$ cat src/rtl/sdr_job_scheduler.sv
// ============================================================================
//  Module      : sdr_job_scheduler
//  Description : Round-robin arbiter that grants one of four requesters the
//                SDR register mux, runs a start/wait job and reports
//                done/error. Optional single retry on failure when
//                SDR_SCHED_RETRY_EN is defined.
//  Revision    : 1.0 - initial release
// ============================================================================
`default_nettype none

module sdr_job_scheduler (
    input  logic        clk_i,
    input  logic        rst_ni,
    input  logic [3:0]  req_i,
    output logic [3:0]  gnt_o,
    output logic [3:0]  done_o,
    output logic [3:0]  err_o,
    output logic [31:0] sdr_control_o,
    input  logic [31:0] sdr_status_i,
    input  logic [15:0] timeout_cfg_i,
    output logic [7:0]  idx_count_o,
    output logic        busy_o
);

    localparam int          NUM_REQ  = 4;
    localparam logic [15:0] CNT_MAX  = 16'hFFFF;

    typedef enum logic [2:0] {
        S_IDLE  = 3'd0,
        S_START = 3'd1,
        S_WAIT  = 3'd2,
        S_DONE  = 3'd3,
`ifdef SDR_SCHED_RETRY_EN
        S_RETRY = 3'd5,
`endif
        S_ERR   = 3'd4
    } state_e;

    state_e      state_q, state_d;
    logic [3:0]  gnt_q, gnt_d;
    logic [3:0]  done_q, done_d;
    logic [3:0]  err_q, err_d;
    logic        start_q, start_d;
    logic [7:0]  idx_q, idx_d;
    logic        busy_q, busy_d;
    logic [1:0]  ptr_q, ptr_d;
    logic [15:0] cnt_q, cnt_d;
`ifdef SDR_SCHED_RETRY_EN
    logic        retried_q, retried_d;
`endif

    logic        pick_valid;
    logic [1:0]  pick_idx;
    logic [1:0]  cand;

    logic        st_done;
    logic        st_fail;
    logic        tmo_hit;
    logic        unused_status;

    assign st_done = sdr_status_i[31];
    assign st_fail = sdr_status_i[30] | sdr_status_i[29];
    assign tmo_hit = (timeout_cfg_i != 16'd0) && (cnt_q == (timeout_cfg_i - 16'd1));

    assign unused_status = ^sdr_status_i[28:8];

    // Search begins one past the last grantee so every requester gets a turn.
    always_comb begin
        pick_valid = 1'b0;
        pick_idx   = ptr_q;
        cand       = ptr_q;
        for (int k = 1; k <= NUM_REQ; k++) begin
            cand = ptr_q + 2'(k);
            if (!pick_valid && req_i[cand]) begin
                pick_valid = 1'b1;
                pick_idx   = cand;
            end
        end
    end

    always_comb begin
        state_d   = state_q;
        gnt_d     = gnt_q;
        done_d    = 4'b0000;
        err_d     = 4'b0000;
        start_d   = 1'b0;
        idx_d     = idx_q;
        ptr_d     = ptr_q;
        cnt_d     = cnt_q;
`ifdef SDR_SCHED_RETRY_EN
        retried_d = retried_q;
`endif

        case (state_q)
            S_IDLE: begin
                gnt_d = 4'b0000;
                if (pick_valid) begin
                    state_d   = S_START;
                    gnt_d     = 4'(1) << pick_idx;
                    start_d   = 1'b1;
                    ptr_d     = pick_idx;
`ifdef SDR_SCHED_RETRY_EN
                    retried_d = 1'b0;
`endif
                end
            end

            S_START: begin
                state_d = S_WAIT;
                start_d = 1'b1;
                cnt_d   = 16'd0;
            end

            S_WAIT: begin
                start_d = 1'b1;
                cnt_d   = (cnt_q == CNT_MAX) ? cnt_q : cnt_q + 16'd1;
                // Error flags outrank a simultaneous done flag.
                if (st_fail || (!st_done && tmo_hit)) begin
                    start_d = 1'b0;
`ifdef SDR_SCHED_RETRY_EN
                    if (!retried_q) begin
                        state_d   = S_RETRY;
                        retried_d = 1'b1;
                    end else begin
                        state_d = S_ERR;
                        err_d   = gnt_q;
                    end
`else
                    state_d = S_ERR;
                    err_d   = gnt_q;
`endif
                end else if (st_done) begin
                    state_d = S_DONE;
                    start_d = 1'b0;
                    done_d  = gnt_q;
                    idx_d   = sdr_status_i[7:0];
                end
            end

`ifdef SDR_SCHED_RETRY_EN
            S_RETRY: begin
                state_d = S_START;
                start_d = 1'b1;
            end
`endif

            S_DONE, S_ERR: begin
                state_d = S_IDLE;
                gnt_d   = 4'b0000;
            end

            default: begin
                state_d = S_IDLE;
                gnt_d   = 4'b0000;
            end
        endcase

        busy_d = (state_d != S_IDLE);
    end

    always_ff @(posedge clk_i or negedge rst_ni) begin
        if (!rst_ni) begin
            state_q   <= S_IDLE;
            gnt_q     <= 4'b0000;
            done_q    <= 4'b0000;
            err_q     <= 4'b0000;
            start_q   <= 1'b0;
            idx_q     <= 8'h00;
            busy_q    <= 1'b0;
            ptr_q     <= 2'd3;
            cnt_q     <= 16'd0;
`ifdef SDR_SCHED_RETRY_EN
            retried_q <= 1'b0;
`endif
        end else begin
            state_q   <= state_d;
            gnt_q     <= gnt_d;
            done_q    <= done_d;
            err_q     <= err_d;
            start_q   <= start_d;
            idx_q     <= idx_d;
            busy_q    <= busy_d;
            ptr_q     <= ptr_d;
            cnt_q     <= cnt_d;
`ifdef SDR_SCHED_RETRY_EN
            retried_q <= retried_d;
`endif
        end
    end

    assign gnt_o         = gnt_q;
    assign done_o        = done_q;
    assign err_o         = err_q;
    assign sdr_control_o = {31'd0, start_q};
    assign idx_count_o   = idx_q;
    assign busy_o        = busy_q;

endmodule

`default_nettype wire
$ cat config.mk
export PLATFORM = sky130hd
export DESIGN_NAME = sdr_job_scheduler
export DESIGN_NICKNAME = d
export VERILOG_FILES = /design/src/rtl/sdr_job_scheduler.sv
export SDC_FILE = /design/constraint.sdc
export NUM_CORES = 1
export LEC_CHECK = 0
export BUFFER_PORTS_ARGS = -buffer_cell sky130_fd_sc_hd__buf_4
export CORE_UTILIZATION = 40
export CTS_CLUSTER_SIZE = 40
export DETAILED_ROUTE_END_ITERATION = 12
export GPL_TIMING_DRIVEN = 0
export MAX_ROUTING_LAYER = met4
export PLACE_DENSITY = 0.76
export SLEW_MARGIN = 5
export SYNTH_ARGS = -nofsm -noshare
export SYNTH_HDL_FRONTEND = slang
export SYNTH_SLANG_ARGS = --single-unit
$ cat constraint.sdc
create_clock -name clk_i -period 4.55 [get_ports clk_i]
set_input_delay 0 -clock clk_i [delete_from_list [all_inputs] [get_ports clk_i]]
set_output_delay 0 -clock clk_i [all_outputs]
set_load 0.005 [all_outputs]
# After elaboration in Yosys (flattened, before gate mapping)
# Cells that the tools add are included.
# Widths: inputs -> output; s select.
# word_totals
regBits	43
latchBits	0
ramBits	0
rom_bits	0
output_inout_bits	53
wordCells	77
memories	0
# op_classes
n_addsub	5
multipliers	0
n_div	0
n_lt_le_gt_ge	4
n_eq_ne	5
shift	1
n_mux	33
bitwise	2
n_reduce_logical	18
# op_table
cell	count
$pmux 16 s2	1
$mux 4	6
$add 16x1->16 const B	1
$eq 16x16->1	1
$eq 16x16->1 const B	1
$mux 16	1
$reduce_bool 16->1	1
$sub 16x1->16 const B	1
$lt 2x3->1 const B	4
$mux 1	11
$mux 3	3
$pmux 3 s3	1
$bmux 1 s2	4
$mux 2	4
$pmux 4 s2	1
$logic_and 1x1->1	5
$add 2x2->2 const B	2
$logic_not 1->1	4
$reduce_and 2->1	2
$shl 1x2->4 const A	1
$eq 3x1->1 const B	1
$eq 3x2->1 const B	1
$logic_not 3->1	1
$pmux 1 s3	1
9 further kinds	9

# Logic depth before layout (Yosys ltp)
# Gate-level depths: netlist (run 1).
# logic_depth
ltp_word	16
ltp_mapped	9
ltp_nobuf	8

# Worst setup path after synthesis (run 1)
# No wires, ideal clock.
# synth_path
kind	flip-flop to flip-flop
start	register cnt_q[3]
end	register cnt_q[12]
setup_time_ns	0.132
arrival_ns	1.833
required_ns	4.418
path_slack_ns	2.585
stages_incl_launch_ff	9
n_path_buf	2
synth_period_minus_slack_ns	1.965
path_cell_list	dfrtp_1 clkbuf_1 and4_1 nand4_1 nor3_1 clkbuf_1 nor3_1 xnor2_1 nor2_1
# synth_between
elab_chain_cells	3
elab_cells_between_ends	6
cone_classes	add/sub (1); eq/ne (2); mux (2); reduce/logical (1)
# synth_lines
item	line	source
start, declared	47	logic [15:0] cnt_q, cnt_d;
start signal, assigned	184	cnt_q <= cnt_d;
$add 16x1->16 / $eq 16x16->1 (equally long branches)	116	cnt_d = (cnt_q == CNT_MAX) ? cnt_q : cnt_q + 16'd1;
$mux 16 / $ne 2x2->1 (equally long branches)	n/a	
$pmux 16 s2 / $reduce_and 2->1 (equally long branches)	n/a	
# Several ways; a longest one is shown, not always the timed one. The select of a mux whose other input is x is not followed.
# A chain may end at the register's enable or synchronous reset.

# Worst setup path after layout (run 1)
# Ends and elaborated chain as after synthesis.

==> summary.txt, run 1 <==
Outcome
  – Status: finished clean

Setup path
  – Worst path arrival time: 2.67 ns
  – Critical Path Slowest Stage Cell: nor3_1
  – Critical setup path kind: reg2reg
  – Worst-path fanout max: 10
  – Startpoint types: register
  – Crit. End Element: register
  – CP required: 4.72 ns
  – CP Cell Sequence: clkbuf_1 > and4_1 > nand4_1 > nor3_1 > clkbuf_1 > nor3_1 > xnor2_1 > nor2_1
  – Cell family with most CP delay: simple AND/OR/NAND/NOR gates
  – Crit path buf inv count: 2
  – Crit path largest cell delay: 0.49 ns
  – R2r setup slk: 2.05 ns

Global routing
  – Total gr overflow: 0
  – GRT Util Overall: 0.181
  – Largest net degree at the start of global routing: 44
  – Vias in the first global route: 2331
  – First-pass GRT wire length: 10300 um
  – Antenna violations before repair: 0

Finish
  – Diode count: 0
  – Post-route cell area: 3690 um^2
  – Most frequent cells in the layout: buf_4 (85), dfrtp_1 (41), conb_1 (31)
  – Finished Layout Cells: 505
  – Most common cell after layout, fill and taps aside: buf_4
  – Area Overhead vs Synth: 29.8%
  – Ratio of cells with drive above 1 in the final layout: 0.262
  – Nets: 465

Detailed routing
  – 1st-iter DRT viols: 116
  – Drt wl/cell: 12.7 um
  – Met3 wire length: 326 um
  – WL met2: 3250 um
  – Vias after detailed routing: 2501
  – Post-DRT Antenna Nets: 0
  – Final wirelength: 6400 um
  – DRT Pass-1 Iters: 4
  – Drt drc: 0
  – Uppermost routed layer: met4
  – DRT met1 WL: 2750 um
  – Vias/cell: 4.95

Synthesis
  – Synth cell types: 54
  – Yosys warnings: 0
  – Top_reg_cell synth: dfrtp_1
  – Cell area after synthesis: 2840 um^2
  – Mapped Cells: 308
  – Register area share after synthesis: 0.379
  – Fraction of registers with async set/reset: 1.00
  – EDFF count, synth: 0
  – Flops & latches, synth: 43
  – Synth top area cells: dfrtp_1 (36%), buf_4 (8.4%), xnor2_1 (5.2%)
  – Yosys top cell by area: dfrtp_1
  – Synth Area per Inst: 9.23 um^2
  – Post-synth top area share: 0.361

Worst hold path
  – Worst hold path type: in2reg

Clocking
  – Clock Sinks: 43
  – CTS tree: yes
  – Clk buf depth: 2
  – Resized Gates After CTS: 0
  – Root buffer cell: clkbuf_8
  – Reg clk slew, reported paths: 0.09 ns
  – Post-CTS Setup Inserts: 0
  – Worst-Skew Late Latency: 0.31 ns
  – # hold bufs at CTS: 10
  – Cts bufs inserted: 5
  – H-tree Lvls: 2

Die
  – Chip width: 86.3 um
  – Io pins: 107
  – Die area: 7450 um^2
  – Core Area: 6830 um^2
  – Chip height: 86.3 um
  – Initial core utilization: 0.416
  – FP Rows: 30

STA
  – Setup Viol. Count Final: 0
  – Final Skew: 0.0170 ns
  – Final Hold Vio Count: 0
  – Setup TNS: 0 ns
  – Worst slew pin tran: 0.582 ns
  – Slew HR: 0.612
  – Final Cycle Share: 0.549
  – RSZ-0062 raised after global routing: no
  – Pins Over Slew Limit: 0
  – Min Tclk post-route: 2.50 ns
  – Worst setup margin: 2.05 ns
  – Maximum clock rate: 401 MHz

Placement
  – Placed insts: 487
  – I/O Buffers: 53
  – GP Congestion: 0.858
  – DP HPWL: 4900 um
  – Post-place instance area: 3470 um^2
  – Pre-CTS WS: 2.14 ns

Pwr
  – Power Dens Cells: 379 nW/um^2
  – Tot Pwr: 1400 uW
  – Max VDD drop: 0.248 mV
  – Static leakage: 0.00174 uW

Flow run
  – Max Cap Viol: 0
-- layout make-up --
cell class | instances | area (um^2)
fillers | 649 | 3140
multi-input cells | 240 | 1550
flip-flops and latches | 43 | 1080
repair buffers | 63 | 498
plain buffers | 46 | 293
well taps | 96 | 120
clock buffers | 5 | 68.8
clock inverters | 3 | 47.5
inverters | 9 | 33.8
-- power by group --
| group | leakage [uW] | internal [uW] | switching [uW] | total [uW] |
|---|---|---|---|---|
| logic | 0.00112 | 261 | 304 | 565 |
| clock network | 0.0000587 | 166 | 140 | 306 |
| registers | 0.000569 | 473 | 53.5 | 526 |
-- path summary, 6_finish.rpt --
| kind | from | endpoint | depth (start not counted) |
|---|---|---|---|
| min in group asynchronous | rst_ni | err_o[0] | 2 |
| min reg2reg | idx_count_o[4] | idx_count_o[4] | 1 |
| max | cnt_q[3] | cnt_q[12] | 8 |
| min | sdr_status_i[30] | state_q[1] | 4 |
| max in group asynchronous | rst_ni | ptr_q[1] | 2 |
| max reg2reg | cnt_q[3] | cnt_q[12] | 8 |
-- cells by family (layout without fill, tap and decap cells) --
kind of cell / count (synthesis) / after routing / synth area share
multiplexers: 9 / 9 / 0.0352
flip-flops: 43 / 43 / 0.379
AND/OR/NAND/NOR: 121 / 121 / 0.248
adder cells (fa/ha/maj): 3 / 3 / 0.0132
buffers and inverters: 55 / 126 / 0.115
other: 1 / 31 / 0.00132
XOR/XNOR: 31 / 31 / 0.0955
AO/OA/AOI/OAI: 45 / 45 / 0.113
-- flip-flops by register name, indices dropped and copies added (netlist names) --
| signal | cells |
|---|---|
| err_o | 4 |
| busy_o | 1 |
| done_o | 4 |
| state_q | 3 |
| cnt_q | 16 |
| idx_count_o | 8 |
| start_q | 1 |
| ptr_q | 2 |
| gnt_o | 4 |
-- worst register-to-register path: cells and delay by family (launching register included) --
family | cells | cell delay, ns
AND/OR/NAND/NOR | 5 | 1.17
buffers and inverters | 2 | 0.72
flip-flops | 1 | 0.33
XOR/XNOR | 1 | 0.15
-- per-layer routing --
| layer | track usage | up-vias |
|---|---|---|
| met5 | - | - |
| met4 | 0.0636 | 0 |
| met3 | 0.0248 | 8 |
| met2 | 0.316 | 76 |
| met1 | 0.214 | 1188 |
| li1 | - | 1229 |
-- stage by stage --
step | util | hold WS [ns]
floorplan | - | -0.296
global placement | 0.509 | 0.0205
detailed placement | 0.509 | 0.0191
CTS | 0.540 | 0.0378
global route | 0.540 | 0.0624
finish | 0.540 | 0.0506
-- cells in the mapped netlist (5+ instances only) --
| library cell | number |
|---|---|
| dfrtp_1 | 41 |
| xor2_1 | 14 |
| and3_1 | 6 |
| clkbuf_1 | 14 |
| nor2_1 | 29 |
| nand2b_1 | 7 |
| a21oi_1 | 10 |
| nor3_1 | 11 |
| xnor2_1 | 17 |
| nand4_1 | 8 |
| o21ai_0 | 5 |
| buf_4 | 32 |
| inv_1 | 9 |
| nor4_1 | 8 |
| mux2_1 | 5 |
| nand3_1 | 8 |
| nand2_1 | 15 |
(Power assumes the default switching activity.)
==> run 2, diff against run 1 <==
- PLACE_DENSITY: 0.76 -> 0.79
- clock period: 4.55 -> 2.1 ns (I/O delays scaled with it)
==> summary.txt, run 2 (synthesis results as in run 1) <==
Global routing
  – GRT Util Overall: 0.194 (was 0.181)
  – Antenna violations before repair: 0 (unchanged)
  – Vias in the first global route: 2394 (was 2331)
  – First-pass GRT wire length: 11100 um (was 10300 um)
  – Total gr overflow: 0 (unchanged)
  – Largest net degree at the start of global routing: 44 (unchanged)

STA
  – Final Cycle Share: 0.947 (was 0.549)
  – Slew HR: 0.595 (was 0.612)
  – Final Hold Vio Count: 0 (unchanged)
  – Pins Over Slew Limit: 0 (unchanged)
  – Setup TNS: 0 ns (unchanged)
  – Final Skew: 0.0101 ns (was 0.0170 ns)
  – Setup Viol. Count Final: 0 (unchanged)
  – Min Tclk post-route: 1.99 ns (was 2.50 ns)
  – Maximum clock rate: 503 MHz (was 401 MHz)
  – RSZ-0062 raised after global routing: yes (was no)
  – Worst setup margin: 0.111 ns (was 2.05 ns)
  – Worst slew pin tran: 0.607 ns (was 0.582 ns)

Flow run
  – Max Cap Viol: 0 (unchanged)

Detailed routing
  – DRT Pass-1 Iters: 4 (unchanged)
  – Drt drc: 0 (unchanged)
  – 1st-iter DRT viols: 200 (was 116)
  – Vias/cell: 5.06 (was 4.95)
  – Vias after detailed routing: 2551 (was 2501)
  – Drt wl/cell: 13.4 um (was 12.7 um)
  – Post-DRT Antenna Nets: 0 (unchanged)
  – Final wirelength: 6760 um (was 6400 um)

Finish
  – Ratio of cells with drive above 1 in the final layout: 0.304 (was 0.262)
  – Nets: 464 (was 465)
  – Max FFs per register: 16 (unchanged)
  – Core Util, Final: 0.547 (was 0.540)
  – Most frequent cells in the layout: buf_4 (91), dfrtp_1 (38), conb_1 (31) (was buf_4 (85), dfrtp_1 (41), conb_1 (31))
  – Post-route cell area: 3740 um^2 (was 3690 um^2)
  – Storage cell area: 1080 um^2 (about the same)
  – Footprint of the multi-input gates: 1600 um^2 (was 1550 um^2)
  – Area Overhead vs Synth: 31.4% (was 29.8%)
  – Diode count: 0 (unchanged)
  – Filler Cells Inserted: 633 (was 649)
  – Most common cell after layout, fill and taps aside: buf_4 (unchanged)
  – Reg with most FFs: cnt_q (unchanged)

Worst hold path
  – Worst hold path type: in2reg (unchanged)

Placement
  – DP HPWL: 4970 um (was 4900 um)
  – GP Congestion: 0.896 (was 0.858)
  – Pre-CTS WS: -0.347 ns (was 2.14 ns)
  – Post-place instance area: 3470 um^2 (unchanged)
  – I/O Buffers: 53 (unchanged)

Setup path
  – Critical Path Slowest Stage Cell: dfrtp_1 (was nor3_1)
  – CP required: 2.28 ns (was 4.72 ns)
  – Cell family with most CP delay: simple AND/OR/NAND/NOR gates (unchanged)
  – Startpoint types: register (unchanged)
  – Crit path largest cell delay: 0.47 ns (was 0.49 ns)
  – Worst path arrival time: 2.16 ns (was 2.67 ns)
  – Crit path buf inv count: 1 (was 2)
  – Worst-path fanout max: 10 (unchanged)
  – CP Cell Sequence: ha_1 > nand4_1 > nor3_4 > buf_2 > nor3_1 > xnor2_1 > nor2_1 (was clkbuf_1 > and4_1 > nand4_1 > nor3_1 > clkbuf_1 > nor3_1 > xnor2_1 > nor2_1)
  – Critical setup path kind: reg2reg (unchanged)
  – Crit. End Element: register (unchanged)

Clocking
  – H-tree Lvls: 2 (unchanged)
  – Clk buf depth: 2 (unchanged)
  – Worst-Skew Late Latency: 0.30 ns (was 0.31 ns)
  – Reg clk slew, reported paths: 0.08 ns (was 0.09 ns)
  – Clock Sinks: 43 (unchanged)
  – Root buffer cell: clkbuf_8 (unchanged)
  – CTS tree: yes (unchanged)
  – Cts bufs inserted: 5 (unchanged)

Outcome
  – Status: finished clean (unchanged)

Die
  – Io pins: 107 (unchanged)
  – Chip height: 86.3 um (unchanged)
  – FP Rows: 30 (unchanged)
  – Core Area: 6830 um^2 (unchanged)
  – Initial core utilization: 0.416 (unchanged)
  – Die area: 7450 um^2 (unchanged)
  – Chip width: 86.3 um (unchanged)

Pwr
  – Power Dens Cells: 785 nW/um^2 (was 379 nW/um^2)
  – Max VDD drop: 0.490 mV (was 0.248 mV)
  – Static leakage: 0.00177 uW (was 0.00174 uW)
==> run 2: changes by cell type in the layout (fill, tap and decap cells not counted), sizes merged <==
cell and delta:
buf +7, clkbuf -6, bufinv -1, clkinvlp +1, dlygate4sd3 -1, inv -1
==> run 2: path summary, 6_finish.rpt <==
kind | from | endpoint | slack [ns] | depth (start not counted)
setup / recovery | cnt_q[0] | cnt_q[9] | 0.11 | 7
hold / removal | sdr_status_i[31] | start_q | 0.002 | 3
setup reg to reg | cnt_q[0] | cnt_q[9] | 0.11 | 7
hold reg to reg | idx_count_o[5] | idx_count_o[5] | 0.49 | 1
max in group asynchronous | rst_ni | cnt_q[2] | 1.47 | 2
min in group asynchronous | rst_ni | idx_count_o[5] | 0.21 | 2
==> run 2: area by class of cell <==
cell class	count	share of cell area
plain buffers	40	0.0727
clock buffers	6	0.0221
clock inverters	2	0.00435
inverters	9	0.00904
multi-input cells	240	0.427
flip-flops and latches	43	0.290
well taps	96	0.0322
repair buffers	68	0.143
==> run 2: through the flow <==
stage / hold slack [ns] / instances / power [uW]
floorplan: -0.296 / 338 / 1890
global placement: 0.0187 / 487 / 2310
detailed placement: 0.0221 / 487 / 2350
CTS: 0.00122 / 501 / 2940
global route: 0.00469 / 504 / 3130
finish: 0.00205 / 504 / 2930
==> run 2: timing repair <==
action / CTS / global route
setup endpoints to repair: 23 / 25
endpoints found under the hold margin: 49 / 0
setup buffers: 1 / 5
pin swaps: 1 / 2
hold buffers: 9 / 0
resized for setup: 6 / 8
==> run 2: report_power, final <==
group          leakage (uW)  internal, uW  switching (uW)
Combinational       0.00116           574             611
Clock             0.0000474           268             286
Sequential         0.000564          1030             167
Total               0.00177          1870            1060
==> run 2: routing by layer <==
metal	global-route usage	vias up	part of all wire
li1	-	1229	-
met1	0.232	1214	0.41
met2	0.335	92	0.52
met3	0.0267	16	0.052
met4	0.0697	0	0.020
met5	-	-	0
==> run 2: worst min-delay path: stages <==
cell	delay (ns)
buf_4	0.11
o21a_1	0.12
a31oi_1	0.04
==> run 3, diff against run 2 <==
- ABC_AREA: unset -> 1
- PLACE_DENSITY: 0.79 -> 0.77
==> summary.txt, run 3 <==
Synthesis
  – Post-synth top area share: 0.326 (was 0.361)
  – Flops & latches, synth: 43 (unchanged)
  – Yosys warnings: 0 (unchanged)
  – Synthesized-area fraction occupied by adder cells: 0.0119 (was 0.0132)
  – Post-synth top cells: nand2_1 (103), inv_1 (51), nor2_1 (48) (was dfrtp_1 (41), buf_4 (32), nor2_1 (29))
  – Cell area after synthesis: 3150 um^2 (was 2840 um^2)
  – Synth Area in Simple Gates: 0.314 (was 0.248)
  – Multiplexer area fraction after synthesis: 0.0286 (was 0.0352)
  – Most frequent cell after synthesis: nand2_1 (was dfrtp_1)
  – Synth Area per Inst: 7.35 um^2 (was 9.23 um^2)
  – Fraction of registers with async set/reset: 1.00 (unchanged)
  – Register area share after synthesis: 0.343 (was 0.379)
  – Synth top area cells: dfrtp_1 (33%), nand2_1 (12%), buf_4 (7.6%) (was dfrtp_1 (36%), buf_4 (8.4%), xnor2_1 (5.2%))
  – Mapped Cells: 428 (was 308)
  – EDFF count, synth: 0 (unchanged)
  – Top_reg_cell synth: dfrtp_1 (unchanged)
  – Synth cell types: 40 (was 54)
  – Complex-gate fraction of the synthesized area: 0.0835 (was 0.113)
  – Largest family of logic cells by synthesized area: simple AND/OR/NAND/NOR gates (unchanged)
  – Xor-xnor portion of the synthesized cell area: 0.0609 (was 0.0955)
  – Yosys top cell by area: dfrtp_1 (unchanged)

Setup path
  – Worst-path fanout max: 7 (was 10)
  – Critical setup path kind: reg2reg (unchanged)
  – R2r startpoint: ptr_q[0] (was cnt_q[0])
  – FF-to-FF End: gnt_o[1] (was cnt_q[9])
  – Worst r2r path cells: 9 (was 7)
  – Worst path arrival time: 2.11 ns (was 2.16 ns)
  – Crit. End Element: register (unchanged)
  – CP required: 2.32 ns (was 2.28 ns)
  – R2r setup slk: 0.21 ns (was 0.11 ns)
  – Startpoint types: register (unchanged)

Finish
  – Most common cell after layout, fill and taps aside: nand2_1 (was buf_4)
  – Max FFs per register: 16 (unchanged)
  – Area Overhead vs Synth: 27.1% (was 31.4%)
  – Nets: 585 (was 464)
  – Most frequent cells in the layout: nand2_1 (103), buf_4 (86), inv_1 (51) (was buf_4 (91), dfrtp_1 (38), conb_1 (31))
  – Reg with most FFs: cnt_q (unchanged)
  – Core Util, Final: 0.540 (was 0.547)
  – Post-route cell area: 4000 um^2 (was 3740 um^2)
  – Diode count: 0 (unchanged)
  – Ratio of cells with drive above 1 in the final layout: 0.270 (was 0.304)

Global routing
  – Total gr overflow: 0 (unchanged)
  – GRT Util Overall: 0.188 (was 0.194)
  – Largest net degree at the start of global routing: 44 (unchanged)
  – Met2 GRT Util: 0.316 (was 0.335)
  – GRT Max-Usage Layer: met2 (unchanged)
  – Vias in the first global route: 2782 (was 2394)
  – GR Util met1: 0.226 (was 0.232)
  – First-pass GRT wire length: 12200 um (was 11100 um)
  – Met3 Use GR: 0.0370 (was 0.0267)
  – Antenna violations before repair: 0 (unchanged)

Clocking
  – H-tree Lvls: 2 (unchanged)
  – Reg clk slew, reported paths: 0.08 ns (about the same)
  – Cts bufs inserted: 5 (unchanged)
  – CTS tree: yes (unchanged)
  – Root buffer cell: clkbuf_8 (unchanged)
  – Post-CTS Setup Inserts: 0 (was 1)
  – Clock Sinks: 43 (unchanged)
  – Worst-Skew Late Latency: 0.30 ns (about the same)
  – Clk buf depth: 2 (unchanged)

Die
  – Initial core utilization: 0.425 (was 0.416)
  – Chip height: 90.7 um (was 86.3 um)
  – FP Rows: 31 (was 30)
  – Chip width: 90.7 um (was 86.3 um)
  – Core Area: 7410 um^2 (was 6830 um^2)
  – Io pins: 107 (unchanged)
  – Die area: 8220 um^2 (was 7450 um^2)

Detailed routing
  – Vias/cell: 4.66 (was 5.06)
  – Post-DRT Antenna Nets: 0 (unchanged)
  – Vias after detailed routing: 2927 (was 2551)
  – Drt wl/cell: 11.7 um (was 13.4 um)
  – Final wirelength: 7330 um (was 6760 um)
  – Drt drc: 0 (unchanged)
  – 1st-iter DRT viols: 163 (was 200)
  – DRT Pass-1 Iters: 4 (unchanged)

Outcome
  – Status: finished clean (unchanged)

Pwr
  – Switch share: 0.407 (was 0.363)
  – Comb pwr share: 0.489 (was 0.404)
  – Max VDD drop: 0.816 mV (was 0.490 mV)
  – Internal Power: 2150 uW (was 1870 uW)
  – Flop pwr share: 0.324 (was 0.407)
  – Power Dens Cells: 907 nW/um^2 (was 785 nW/um^2)
  – Net Sw Power: 1480 uW (was 1060 uW)
  – Static leakage: 0.00204 uW (was 0.00177 uW)
  – Clock group share of total power: 0.187 (was 0.189)

Worst hold path
  – Hold Path Depth: 4 (was 3)
  – Hold path start: sdr_status_i[31] (unchanged)
  – Worst hold path type: in2reg (unchanged)
  – Worst hold endpoint: start_q (unchanged)

STA
  – Setup TNS: 0 ns (unchanged)
  – Final Hold Vio Count: 0 (unchanged)
  – Min Tclk post-route: 1.89 ns (was 1.99 ns)
  – Hold slack: 0.00940 ns (was 0.00205 ns)
  – Setup Viol. Count Final: 0 (unchanged)
  – Final Cycle Share: 0.902 (was 0.947)
  – Slew HR: 0.640 (was 0.595)
  – Worst slew pin tran: 0.535 ns (was 0.607 ns)
  – RSZ-0062 raised after global routing: no (was yes)
  – Maximum clock rate: 528 MHz (was 503 MHz)
  – Final Skew: 0.00776 ns (was 0.0101 ns)
  – Pins Over Slew Limit: 0 (unchanged)

Placement
  – GP Congestion: 0.930 (was 0.896)
  – DP HPWL: 5880 um (was 4970 um)
  – Post-place instance area: 3790 um^2 (was 3470 um^2)
  – I/O Buffers: 54 (was 53)

Flow run
  – Max Cap Viol: 0 (unchanged)
==> run 3: repair_timing <==
action,in CTS,in global routing
setup endpoints to repair,0,2
hold buffers,9,0
endpoints found under the hold margin,49,0
resized for setup,0,1
==> run 3: worst max path at each step <==
| stage | startpoint | to | cells past startpoint |
|---|---|---|---|
| after floorplan | ptr_q[0] | gnt_o[2] | 10 |
| final | ptr_q[0] | gnt_o[1] | 9 |
| after global routing | ptr_q[0] | ptr_q[0] | 9 |
| after CTS | ptr_q[0] | gnt_o[1] | 9 |
| after global placement | ptr_q[0] | gnt_o[1] | 9 |
| after detailed placement | ptr_q[0] | gnt_o[1] | 9 |
==> run 3: cells by family after synthesis <==
group,count (synthesis)
other cells,1
compound gates,43
xor+xnor,21
fa+ha+maj,3
simple gates,215
flops,43
mux,8
buf+inv,94
==> run 3: metrics by stage <==
stage | setup WS (ns) | std cells | power [uW]
after detailed placement | 0.217 | 611 | 2930
after global routing | 0.0299 | 628 | 3880
after CTS | 0.185 | 628 | 3630
after global placement | 0.307 | 611 | 2850
final | 0.207 | 628 | 3630
after floorplan | 0.508 | 458 | 2390
==> run 3: layer usage <==
metal / vias to the layer above / wire, um
met2: 94 / 3460
li1: 1495 / -
met3: 13 / 465
met4: 0 / 142
met5: - / 0
met1: 1325 / 3260
==> run 3: critical path: stages, from the launching register on <==
cell	delay, ns
dfstp_2	0.54
inv_1	0.09
o21ai_2	0.21
inv_1	0.05
o21ai_0	0.26
nand3b_1	0.23
nand2_2	0.10
inv_2	0.12
nand2_1	0.09
o22ai_1	0.12
==> run 3: layout make-up <==
cell class                      count  area [um^2]
Clock buffer                        6         82.6
Fill cell                         716         3410
Tap cell                           99          124
Clock inverter                      2         35.0
Sequential cell                    43         1080
Inverter                           55          206
Buffer                             39          288
Timing Repair Buffer               63          495
Multi-Input combinational cell    321         1690
==> run 3: power groups by stage <==
stage                     Clock [uW]  Combinational [uW]  Sequential (uW)
after CTS                        692                1770             1180
after global routing             728                1950             1200
after floorplan                    0                1220             1170
final                            678                1770             1180
after detailed placement           0                1750             1190
after global placement             0                1680             1180
